`config.mk`:
```
export PLATFORM = sky130hd
export DESIGN_NAME = regarr_responder
export DESIGN_NICKNAME = d
export VERILOG_FILES = /design/src/rtl/regarr_pkg.sv /design/src/rtl/regarr_storage.sv /design/src/rtl/regarr_responder.sv
export SDC_FILE = /design/constraint.sdc
export NUM_CORES = 1
export LEC_CHECK = 0
export CORE_ASPECT_RATIO = 0.8
export CORE_MARGIN = 10
export CORE_UTILIZATION = 35
export DETAILED_ROUTE_END_ITERATION = 8
export PLACE_DENSITY_LB_ADDON = 0.2
export SLEW_MARGIN = 20
export SYNTH_ARGS = -nofsm -noshare
export SYNTH_HDL_FRONTEND = slang
export SYNTH_HIERARCHICAL = 1
export SYNTH_SLANG_ARGS = --single-unit
```
`constraint.sdc`:
```
create_clock -name clk -period 2.25 [get_ports clk]
set_input_delay 0.5625 -clock clk [delete_from_list [all_inputs] [get_ports clk]]
set_output_delay 0.5625 -clock clk [all_outputs]
set_load 0.005 [all_outputs]
```
`src/rtl/regarr_pkg.sv`:
```
// Shared types and default sizes for the register-array responder.
// Build option REGARR_FAST_RSP_EN drops the EXEC state (see regarr_responder).
package regarr_pkg;

   localparam int REGARR_DW    = 8;
   localparam int REGARR_AW    = 4;
   localparam int REGARR_DEPTH = 16;

   typedef enum logic [1:0] {
      IDLE,
      EXEC,
      RESP
   } state_e;

   typedef struct packed {
      logic                 we;
      logic [REGARR_AW-1:0] addr;
      logic [REGARR_DW-1:0] wdata;
   } req_t;

endpackage

```
`src/rtl/regarr_storage.sv`:
```
// DEPTH x DW register array: async clear, one sync write port,
// one combinational read port and an address range flag.
module regarr_storage
   import regarr_pkg::*;
#(
   parameter int DW    = REGARR_DW,
   parameter int AW    = REGARR_AW,
   parameter int DEPTH = REGARR_DEPTH
) (
   input  logic          clk,
   input  logic          rstn,
   input  logic          we,
   input  logic [AW-1:0] addr,
   input  logic [DW-1:0] wdata,
   output logic [DW-1:0] rdata,
   output logic          in_range
);

   localparam logic [AW:0] LIMIT = (AW+1)'(DEPTH);

   logic [DW-1:0] mem [DEPTH];

   // full-width compare: no aliasing of addresses past DEPTH
   assign in_range = {1'b0, addr} < LIMIT;
   assign rdata    = in_range ? mem[addr] : '0;

   always_ff @(posedge clk or negedge rstn) begin
      if (!rstn) begin
         for (int i = 0; i < DEPTH; i++) begin
            mem[i] <= '0;
         end
      end else if (we && in_range) begin
         mem[addr] <= wdata;
      end
   end

endmodule

```
`src/rtl/regarr_responder.sv`:
```
// Valid/ready register-access responder, one response per request.
// REGARR_FAST_RSP_EN: access on the accepting edge, IDLE -> RESP.
module regarr_responder
   import regarr_pkg::*;
#(
   parameter int DW    = REGARR_DW,
   parameter int AW    = REGARR_AW,
   parameter int DEPTH = REGARR_DEPTH
) (
   input  logic          clk,
   input  logic          rstn,
   input  logic          req_valid,
   output logic          req_ready,
   input  logic          req_we,
   input  logic [AW-1:0] req_addr,
   input  logic [DW-1:0] req_wdata,
   output logic          rsp_valid,
   input  logic          rsp_ready,
   output logic [DW-1:0] rsp_rdata,
   output logic          rsp_err
);

   state_e        state;
   logic          rdy;
   logic          accept;
   logic          st_we;
   logic          op_we;
   logic [AW-1:0] st_addr;
   logic [DW-1:0] st_wdata;
   logic [DW-1:0] st_rdata;
   logic [DW-1:0] result;
   logic          in_range;

   assign req_ready = rdy;
   assign accept    = req_valid && rdy;

`ifdef REGARR_FAST_RSP_EN
   assign op_we    = req_we;
   assign st_addr  = req_addr;
   assign st_wdata = req_wdata;
   assign st_we    = accept && req_we;
`else
   typedef struct packed {
      logic          we;
      logic [AW-1:0] addr;
      logic [DW-1:0] wdata;
   } cap_t;

   cap_t cap;

   assign op_we    = cap.we;
   assign st_addr  = cap.addr;
   assign st_wdata = cap.wdata;
   assign st_we    = (state == EXEC) && cap.we;
`endif

   // writes echo their data; out-of-range accesses return zero
   assign result = in_range ? (op_we ? st_wdata : st_rdata) : '0;

   regarr_storage #(
      .DW    (DW),
      .AW    (AW),
      .DEPTH (DEPTH)
   ) u_storage (
      .clk      (clk),
      .rstn     (rstn),
      .we       (st_we),
      .addr     (st_addr),
      .wdata    (st_wdata),
      .rdata    (st_rdata),
      .in_range (in_range)
   );

   always_ff @(posedge clk or negedge rstn) begin
      if (!rstn) begin
         state     <= IDLE;
         rdy       <= 1'b0;
         rsp_valid <= 1'b0;
         rsp_rdata <= '0;
         rsp_err   <= 1'b0;
`ifndef REGARR_FAST_RSP_EN
         cap       <= '0;
`endif
      end else begin
         unique case (state)
            IDLE: begin
               if (accept) begin
                  rdy <= 1'b0;
`ifdef REGARR_FAST_RSP_EN
                  rsp_valid <= 1'b1;
                  rsp_rdata <= result;
                  rsp_err   <= ~in_range;
                  state     <= RESP;
`else
                  cap <= '{we: req_we, addr: req_addr, wdata: req_wdata};
                  state <= EXEC;
`endif
               end else begin
                  rdy <= 1'b1;
               end
            end
`ifndef REGARR_FAST_RSP_EN
            EXEC: begin
               rsp_valid <= 1'b1;
               rsp_rdata <= result;
               rsp_err   <= ~in_range;
               state     <= RESP;
            end
`endif
            RESP: begin
               if (rsp_ready) begin
                  rsp_valid <= 1'b0;
                  rdy       <= 1'b1;
                  state     <= IDLE;
               end
            end
            default: begin
               rdy   <= 1'b0;
               state <= IDLE;
            end
         endcase
      end
   end

endmodule
```
-- Word-level counts from Yosys, hierarchy flattened
Index checks and enable logic that the tools add are counted.
- flip-flop bits (word level): 153
- bits of input ports: 17
- output and inout bits: 11
- logic and storage cells: 55
- magnitude comparators: 2
- equal/unequal tests: 4
- multiplexer cells: 15
- bitwise gates (word level): 2
- reductions and logical operators: 9
- operator list (operator ; count):
    bitwise mux 128 bit ; 1
    binary-select mux 8 bit (select 4 bit) ; 1
    demux 8 bit (select 4 bit) ; 1
    two-way mux 8 bit ; 4
    AND reduction 2 bit ; 4
    one-hot mux 2 bit (3 select lines) ; 1
    greater-or-equal comparator 5 bit (second input constant) ; 1
    < comparator 5 x 1 -> 1 bit (second input constant) ; 1
    inverter 4 -> 5 bit ; 1
    two-way mux 2 bit ; 2
    != test 2 bit (second input constant) ; 2
    logical AND 1 bit ; 3
    two-way mux 1 bit ; 3
    one-hot mux 1 bit (3 select lines) ; 1
    equality test 2 x 1 -> 1 bit (second input constant) ; 1
    equality test 2 bit (second input constant) ; 1
    zero test 2 bit ; 1
    one-hot mux 1 bit (2 select lines) ; 1
    nonzero test 2 bit ; 1
    inverter 1 bit ; 1

-- Longest topological paths before layout
- word-level depth: 6
- depth in mapped cells: 8
- gate-level depth less buffers: 5

-- Hierarchy
Netlist, hierarchy kept.
- modules (own cells, without submodules) (module ; instances ; cells each ; area each (µm²) ; seq. area each (µm²)):
    regarr_storage ; 1 ; 368 ; 5969.5 ; 3203.1
    regarr_responder ; 1 ; 74 ; 1112.3 ; 650.6

-- Least setup slack after synthesis
No wires, ideal clock.
- path type: register -> register
- start: register state[1]
- end: register u_storage/mem[56] (netlist name)
- library setup time: 0.125 ns
- arrival time: 2.064 ns
- required time: 2.125 ns
- setup slack: 0.061 ns
- stages on the path, launching flop included: 7
- buffers on the path: 1
- period minus slack after synthesis: 2.189 ns
- path through: dfrtp_1 -> nand2b_1 -> buf_2 -> nor2_1 -> nand2_2 -> nor4_4 -> mux2_2
- longest elaborated chain between the ends: 2
- RTL lines (element ; RTL line ; text):
    start: declaration ; regarr_responder.sv:23 ; state_e state;
    start signal: assignment ; regarr_responder.sv:76 ; state <= IDLE;
    start signal: assignment ; regarr_responder.sv:96 ; state <= EXEC;
    start signal: assignment ; regarr_responder.sv:107 ; state <= RESP;
    equality test 2 x 1 -> 1 bit ; regarr_responder.sv:54 ; assign st_we = (state == EXEC) && cap.we;
    logical AND 1 bit ; regarr_responder.sv:54 ;
    net st_we ; regarr_responder.sv:26 ; logic st_we;
    end signal: indexed assignment ; regarr_storage.sv:33 ; mem[addr] <= wdata;
    end: declaration ; regarr_storage.sv:21 ; logic [DW-1:0] mem [DEPTH];
The timed path passes the listed nets, and every way through them passes these cells.
A chain may end at the register's enable or synchronous reset.

-- Worst setup path after layout
- start: register state[1]
- end: register u_storage/mem[47] (netlist name)
The elaborated chain is that of the path after synthesis.

==> run metrics <==
hpwl dp=11.1 mm; FMAX=487 MHz; number of setup buffers added after CTS=0; largest net degree at the start of global routing=52; CTS tree=yes; initial antenna violation count=0; DRT Pass-1 Iters=4; Ports=28; pre-CTS setup slack=94.8 ps; area leader, netlist=dfrtp_1; 1st-iter DRT viols=248; synth unique cells=37; Min-Delay Path Class=in2async; crit path time final=2050 ps; area share of the largest cell type after synthesis=54.4%; critical path type=reg2reg; fillers=1771; Via-to-Cell Ratio=5.13; die height=147 µm; grt ovf=0; slowest stage delay, CP=370 ps; Peak VDD IR=0.492 mV; clock insertion delay at the later pin of the skew report=420 ps; GRT Util Overall=13.0%; Final Hold Viols=0; main area contributors after synthesis=dfrtp_1 54%, mux2_2 20%, mux4_2 10%, mux2_4 3.4%, a22oi_1 1.7%; LEAKAGE=0.00388 µW; crit-path cells=nand2b_1, nor2_1, buf_4, nand2_2, nor3_4, buf_4, mux2_2; instance count on the critical path=7; CTS clk-pin slew, worst paths=60 ps; slack of the critical path=197 ps; DRC viols=0; Finish-stage setup viols=0; Reg2Reg Depth=7; register area share after synthesis=54.4%; Max Slew Vio Count=0; CP Capture Type=flip-flop; CTS sink count=154; MaxCap Viol Count=0; Synth warnings=6; startpoint types=flip-flop; routed length on met3=474 µm; Critical Path AT=2350 ps; first-pass GRT wire length=26.0 mm; Core ar.=19900 µm²; final period utilization=91.2%; post-synthesis net count=459; Die Wd=179 µm; status=finished clean; post-synthesis cell area=7080 µm²; Critical Path RT=2550 ps; CTS Root Cell=clkbuf_16; CP max-delay cell=dfrtp_1; Synth Instances=442; initial core utilization=35.7%; Final TNS setup=0 ps; clock skew=8.57 ps; Antenna Nets Post-Route=0; ANT cells=0; clock buffer depth=2; H-tree levels=4; routability-driven placement congestion ratio=0.758; Post-Route M1 WL=8.36 mm; Synth Register Bits=154; slew margin rel.=56.9%; vias in the first global route=4239; top layer in use=met4; nets=509; CP Buf/Inv Count=2; WL met2=7.25 mm; CTS buffer count=17; Avg WL per Cell=21.1 µm; hold_ws=85.3 ps; Via Count=3947; PD cells=1340 nW/µm²; input/output buffers=27; Area Growth Syn to Fin=19.3%; cell repeated most along the worst path=buf_4; crit path max fanout=8; row count=46; pin slew with the least headroom to its limit=647 ps; Die ar.=26400 µm²; share of post-route cells with drive strength above 1=51.5%; CP delay by family, top=simple AND/OR/NAND/NOR gates; Syn Area/Cell=16.0 µm²; Routed Wire Length=16.2 mm; RSZ-0062 raised after global routing=false
timing repair:
item | in CTS | in global routing
endpoints found under the setup margin | 0 | 2
gates resized for setup | 0 | 1
hold buffers | 0 | 0
worst paths after layout:
| path | from | end | slack [ps] |
|---|---|---|---|
| worst max-delay path | state[1] | u_storage/mem[47] | 200 |
| worst min-delay path | rstn | st_wdata[3] | 90 |
| worst max register to register | state[1] | u_storage/mem[47] | 200 |
| worst min register to register | rsp_rdata[0] | rsp_rdata[0] | 490 |
| max in group asynchronous | rstn | rsp_valid | 1430 |
| min in group clk | rsp_rdata[0] | rsp_rdata[0] | 490 |
final cells by class:
cell class | count | area (µm²) | share of cell area, %
Multi-Input combinational cell | 255 | 3050 | 36.1
Timing Repair Buffer | 61 | 606 | 7.17
Clock buffer | 22 | 484 | 5.73
Inverter | 3 | 11.3 | 0.133
Sequential cell | 154 | 3860 | 45.6
Clock inverter | 10 | 116 | 1.38
Tap cell | 264 | 330 | 3.91
layout by cell type, fill, tap and decap left out, drive strengths merged:
master         count
a21boi             1
nor4bb             1
a22oi             16
conb               1
inv                3
a2bb2oi            1
nor2               8
or3                2
nor3               6
nand2             10
or4                1
clkbuf            22
dfrtp            154
bufinv             2
nand2b             6
clkinvlp           5
clkdlybuf4s50     26
and2               1
nand3b             3
mux2i              9
nor4               1
nor3b              1
mux2             141
nand3              2
o21ai              1
a211oi             1
mux4              32
nor2b              2
o2bb2ai            8
buf               35
clkinv             3
cell families after synthesis:
kind of cell	share of synthesized area, %
buffers and inverters	2.77
other	0.0530
AO/OA/AOI/OAI	3.09
AND/OR/NAND/NOR	4.95
multiplexers	34.7
flip-flops	54.4
metrics by stage:
step,area [µm²],utilization [%],cells,power [µW]
final,8450,42.6,769,11300
after CTS,8450,42.5,769,11500
after detailed placement,7850,39.5,737,8520
after global placement,7850,39.5,737,8420
after global routing,8450,42.6,769,12000
after floorplan,7080,-,442,7200
Yosys cell counts:
cell / count
buf_1: 1
nor2_1: 2
nand2b_2: 1
nand2b_1: 3
clkbuf_2: 1
dfrtp_1: 154
o2bb2ai_1: 8
or4_1: 1
nand3_1: 2
mux2_2: 125
buf_6: 3
buf_2: 5
a2bb2oi_1: 1
nand2_1: 8
nor3b_1: 1
nor4_4: 1
a21boi_0: 1
mux4_2: 32
nor2b_1: 2
inv_1: 3
buf_4: 7
o21ai_0: 1
buf_12: 1
conb_1: 1
clkbuf_1: 12
nor4bb_1: 1
nand2b_4: 2
nor3_4: 6
a22oi_1: 16
nor2_2: 6
nand2_2: 2
mux2i_1: 9
or3_1: 2
and2_1: 1
nand3b_1: 3
a211oi_1: 1
mux2_4: 16
power by group:
part	total [µW]	internal (µW)	leakage, µW	switching [µW]
clock network	2880	1750	0.000280	1130
registers	4830	3780	0.00206	1050
logic	3600	2160	0.00154	1440
sequential cells by signal, indices dropped and copies added, names as in the netlist:
signal / flops
u_storage/mem: 128
rsp_rdata: 8
st_wdata: 8
st_addr: 4
state: 2
op_we: 1
req_ready: 1
rsp_err: 1
rsp_valid: 1
per-layer routing:
layer	vias to the layer above	GRT usage, %
li1	1765	-
met1	2137	19.2
met2	40	18.4
met3	5	3.02
met4	0	3.67
met5	-	0
Power figures use the tool's default switching activity.
